===== config.mk =====
export PLATFORM = sky130hd
export DESIGN_NAME = calculator_8
export DESIGN_NICKNAME = d
export VERILOG_FILES = /design/src/rtl/calculator_8.sv
export SDC_FILE = /design/constraint.sdc
export NUM_CORES = 1
export LEC_CHECK = 0
export ABC_AREA = 1
export BUFFER_PORTS_ARGS = -buffer_cell sky130_fd_sc_hd__buf_2
export CAP_MARGIN = 20
export CORE_MARGIN = 4
export CORE_UTILIZATION = 68
export DETAILED_ROUTE_END_ITERATION = 16
export GPL_TIMING_DRIVEN = 1
export PLACE_DENSITY_LB_ADDON = 0.05
export SLEW_MARGIN = 20
export SYNTH_ARGS = -nofsm -noshare
export SYNTH_HDL_FRONTEND = slang
export SYNTH_SLANG_ARGS = --single-unit

===== constraint.sdc =====
create_clock -name clk -period 46.4 [get_ports clk]
set_input_delay 13.92 -clock clk [delete_from_list [all_inputs] [get_ports clk]]
set_output_delay 13.92 -clock clk [all_outputs]
set_load 0.01 [all_outputs]

===== src/rtl/calculator_8.sv =====
// calculator_8: registered 8-bit arithmetic unit.
// A multiply-accumulate datapath ({cout,prod} = a*b + cina + cinb) and an
// unsigned restoring divider (quo = a/b, rem = a%b) share operands a and b.
// Both results are computed combinationally and captured in a single
// register stage, giving one result set per accepted operand set.
module calculator_8 (
  input  logic       clk,
  input  logic       rst,
  input  logic       in_valid,
  input  logic [7:0] a,
  input  logic [7:0] b,
  input  logic [7:0] cina,
  input  logic [7:0] cinb,
  output logic       out_valid,
  output logic [7:0] prod,
  output logic [7:0] cout,
  output logic [7:0] quo,
  output logic [7:0] rem,
  output logic       div_by_zero
);

  localparam int DATA_W = 8;

  // Shift-add multiplier array. The two addends seed the accumulator as
  // carry-ins, so the row sum never exceeds 16'hFFFF.
  function automatic logic [2*DATA_W-1:0] mac_array(
    input logic [DATA_W-1:0] ma,
    input logic [DATA_W-1:0] mb,
    input logic [DATA_W-1:0] ca,
    input logic [DATA_W-1:0] cb
  );
    logic [2*DATA_W-1:0] acc;
    acc = {{DATA_W{1'b0}}, ca} + {{DATA_W{1'b0}}, cb};
    for (int i = 0; i < DATA_W; i++) begin
      if (mb[i]) begin
        acc = acc + ({{DATA_W{1'b0}}, ma} << i);
      end
    end
    return acc;
  endfunction

  // Eight-row restoring divider, MSB first. Returns {quotient, remainder}.
  // With a zero divisor every trial subtraction succeeds without removing
  // anything, which naturally yields quo=8'hFF and rem=a.
  function automatic logic [2*DATA_W-1:0] div_restoring(
    input logic [DATA_W-1:0] dn,
    input logic [DATA_W-1:0] dv
  );
    logic [DATA_W:0]   part;
    logic [DATA_W-1:0] q;
    part = '0;
    q    = '0;
    for (int i = DATA_W - 1; i >= 0; i--) begin
      part = {part[DATA_W-1:0], dn[i]};
      if (part >= {1'b0, dv}) begin
        part = part - {1'b0, dv};
        q[i] = 1'b1;
      end
    end
    return {q, part[DATA_W-1:0]};
  endfunction

  logic [2*DATA_W-1:0] mac_p0;
  logic [2*DATA_W-1:0] div_p0;
  logic                dbz_p0;

  // Stage p0: combinational results from the current operands
  always_comb begin
    mac_p0 = mac_array(a, b, cina, cinb);
    div_p0 = div_restoring(a, b);
    dbz_p0 = (b == '0);
  end

  logic              vld_p1;
  logic [DATA_W-1:0] prod_p1;
  logic [DATA_W-1:0] cout_p1;
  logic [DATA_W-1:0] quo_p1;
  logic [DATA_W-1:0] rem_p1;
  logic              dbz_p1;

  // Stage p1: result registers; capture on in_valid, hold otherwise, clear on rst
  always_ff @(posedge clk) begin
    if (rst) begin
      vld_p1  <= 1'b0;
      prod_p1 <= '0;
      cout_p1 <= '0;
      quo_p1  <= '0;
      rem_p1  <= '0;
      dbz_p1  <= 1'b0;
    end else if (in_valid) begin
      vld_p1  <= 1'b1;
      prod_p1 <= mac_p0[DATA_W-1:0];
      cout_p1 <= mac_p0[2*DATA_W-1:DATA_W];
      quo_p1  <= div_p0[2*DATA_W-1:DATA_W];
      rem_p1  <= div_p0[DATA_W-1:0];
      dbz_p1  <= dbz_p0;
    end else begin
      vld_p1  <= 1'b0;
      prod_p1 <= prod_p1;
      cout_p1 <= cout_p1;
      quo_p1  <= quo_p1;
      rem_p1  <= rem_p1;
      dbz_p1  <= dbz_p1;
    end
  end

  assign out_valid   = vld_p1;
  assign prod        = prod_p1;
  assign cout        = cout_p1;
  assign quo         = quo_p1;
  assign rem         = rem_p1;
  assign div_by_zero = dbz_p1;

endmodule


==> impl_metrics.csv <==
group,metric,value,unit
status,status,"finished clean",
clock_network,clock-root-buffer,"clkbuf_16",
grt,grt_max_degree,35,
yosys,synth_area_leaders,"ha_1, nand2_1, inv_1, dfxtp_1, a21oi_1",
yosys,synth-edff-count,0,
final_layout,drive_above_1_share,9.854,%
placement,port_buffers,68,
yosys,synth_cell_types,49,
clock_network,postCtsHoldBufs,0,
timing,slew_headroom,47.23,%
critical_path,cp-start-kind,"input port",
critical_path,slowest_delay,660,ps
final_layout,fin_nets,1551,
floorplan,die_w,117.0,µm
grt,grt_usage,30.78,%
routing,drt_iter0_drc,555,
routing,drt_wl_total,20680,µm
grt,grt_pass1_wl,34520,µm
clock_network,clockBufferDepth,2,
grt,grt_overflow,0,
yosys,avgSynthCellArea,6.162,µm²
yosys,synth_top_area_share,20.12,%
final_layout,diodes,0,
grt,gr-usage-met1,39.17,%
clock_network,clock_sinks,34,
floorplan,start_util,70.20,%
timing,rsz0062_at_grt,"no",
clock_network,cts_setup_buffers,0,
timing,hold_viol,0,
floorplan,core_area,11520,µm²
clock_network,cts_resized,0,
critical_path,worstPathArrival,28080,ps
placement,dp_hpwl,16390,µm
routing,wl_per_cell,13.67,µm
timing,tightest_slew,786.8,ps
timing,hold_slack,458.8,ps
timing,timing.fmax,35.90,MHz
critical_path,worstSetupEndpointType,"flip-flop",
grt,use_met3,4.422,%
final_layout,fill_cells,978,
timing,fin_worst_skew,0,ps
clock_network,clock_latency,280,ps
yosys,ys_seq_area_share,8.420,%
yosys,netlist_top_cells_count,"nand2_1, inv_1, ha_1",
power_and_ir_drop,power,0.5086,mW
placement,post-place-cells,1506,
clock_network,h-tree-depth,2,
final_layout,final_cells,1513,
yosys,syn-instance-count,1312,
routing,vias,8440,
placement,dp_slack,18540,ps
timing,fin_crit_sh,60.03,%
clock_network,cts_tree,"yes",
routing,drc,0,
timing,setup_ws,18540,ps
floorplan,pin_count,69,
critical_path,crit_top_cell,"nand2_1",
final_layout,multi_input_area,6465,µm²
critical_path,cp_slowest_cell,"a211oi_1",
yosys,syn_area,8084,µm²
yosys,synth_most_common_cell,"nand2_1",
grt,grt_antenna_before_repair,0,
yosys,synthFlopType,"dfxtp_1",
final_layout,fin_util,75.64,%
floorplan,fp.dieH,117.0,µm
placement,gp_congestion,0.9927,
yosys,synth_async_sr_flop_share,0,%
critical_path,crit_type,"in -> reg",
critical_path,crit_required,46630,ps
timing,fin_crit,27860,ps
routing,post_drt_via_cell_ratio,5.578,
critical_path,worstPathMaxFanout,28,
routing,drtAntennaViolNets,0,
power_and_ir_drop,max-vdd-ir-drop,0.00005215,V
flow_run,drv_cap,0,
critical_path,r2r_slack,45600,ps
timing,tns,0,ps
final_layout,fin_area,8711,µm²
floorplan,rows,39,
placement,place_area,8542,µm²
final_layout,regArea,680.7,µm²
grt,use_met2,53.66,%
timing,setup_viol,0,
clock_network,clk_pin_slew,50,ps
routing,firstDrtPassIters,5,
timing,slew_violations,0,
power_and_ir_drop,power.leakage,4.955,nW
yosys,ys_seq_elements,34,
yosys,ys_warn_count,0,
final_layout,synthToLayoutAreaGrowth,7.754,%
grt,busiest_layer,"met2",
clock_network,cts_buffers,5,
hold_path,hp-class,"reg -> reg",
yosys,synthesis.nets,1493,
floorplan,dieArea,13700,µm²
grt,first_global_vias,7732,
yosys,synth_top_area_cell,"ha_1",
power_and_ir_drop,p_per_area,58.39,nW/µm²
-- worst max-delay path: cells and delay by family --
family,cells,cell delay [ps]
adder cells (fa/ha/maj),8,2430
AO/OA/AOI/OAI,28,5330
AND/OR/NAND/NOR,43,4700
buffers and inverters,14,1640
-- layout make-up --
type,instances,area share [%]
well taps,143,2.054
clock buffers,6,1.594
flip-flops and latches,34,7.814
multi-input cells,1034,74.22
inverters,221,9.552
repair buffers,74,4.424
clock inverters,1,0.3447
-- metal layers --
metal	vias to the layer above	wire length [µm]
met5	-	0
met4	0	667
met3	57	1261
met2	250	9449
met1	3725	9300
li1	4408	-
-- cell families after synthesis --
group / count (synthesis) / synth area share, %
and+or+nand+nor: 572 / 31.96
buffers and inverters: 244 / 11.61
xor gates and xnor gates: 61 / 6.609
adders and majority gates: 146 / 24.08
DFF: 34 / 8.420
AOI/OAI and AO/OA: 255 / 17.32
-- power by group --
group / internal (mW) / total, mW / leakage, nW / switching, mW
sequential: 0.0360 / 0.0386 / 0.281 / 0.00264
combinational: 0.163 / 0.430 / 4.59 / 0.268
clock: 0.0265 / 0.0398 / 0.0829 / 0.0133
-- layout by cell type, fill, tap and decap left out, types with 3 or more instances in the layout --
cell       count
a21oi_1      110
and2_1         4
buf_2         68
buf_4          6
clkbuf_16      5
dfxtp_1       34
fa_1          16
ha_1         130
inv_1        211
inv_2          8
nand2_1      305
nand2_2       10
nand2_4        6
nand3_1       71
nand3_2        8
nand3_4        3
nand3b_1       9
nand4_1       17
nor2_1       114
nor2_4         5
nor3_1         8
o211ai_1       9
o21a_1         5
o21ai_0       85
o21ai_1       16
o21bai_1      13
o31ai_1        3
or2_2          5
xnor2_1       18
xor2_1        43
-- worst paths after layout --
path,to,cells past startpoint,start
setup / recovery,rem[5],93,b[1]
hold / removal,cout[6],2,cout[6]
setup reg to reg,quo[6],4,quo[6]
hold reg to reg,cout[6],2,cout[6]
-- sequential cells by signal (all words and copies together), names as in the netlist --
register	flops
cout	8
prod	8
div_by_zero	1
out_valid	1
quo	8
rem	8
No activity file was read; power rests on OpenSTA's default activity.
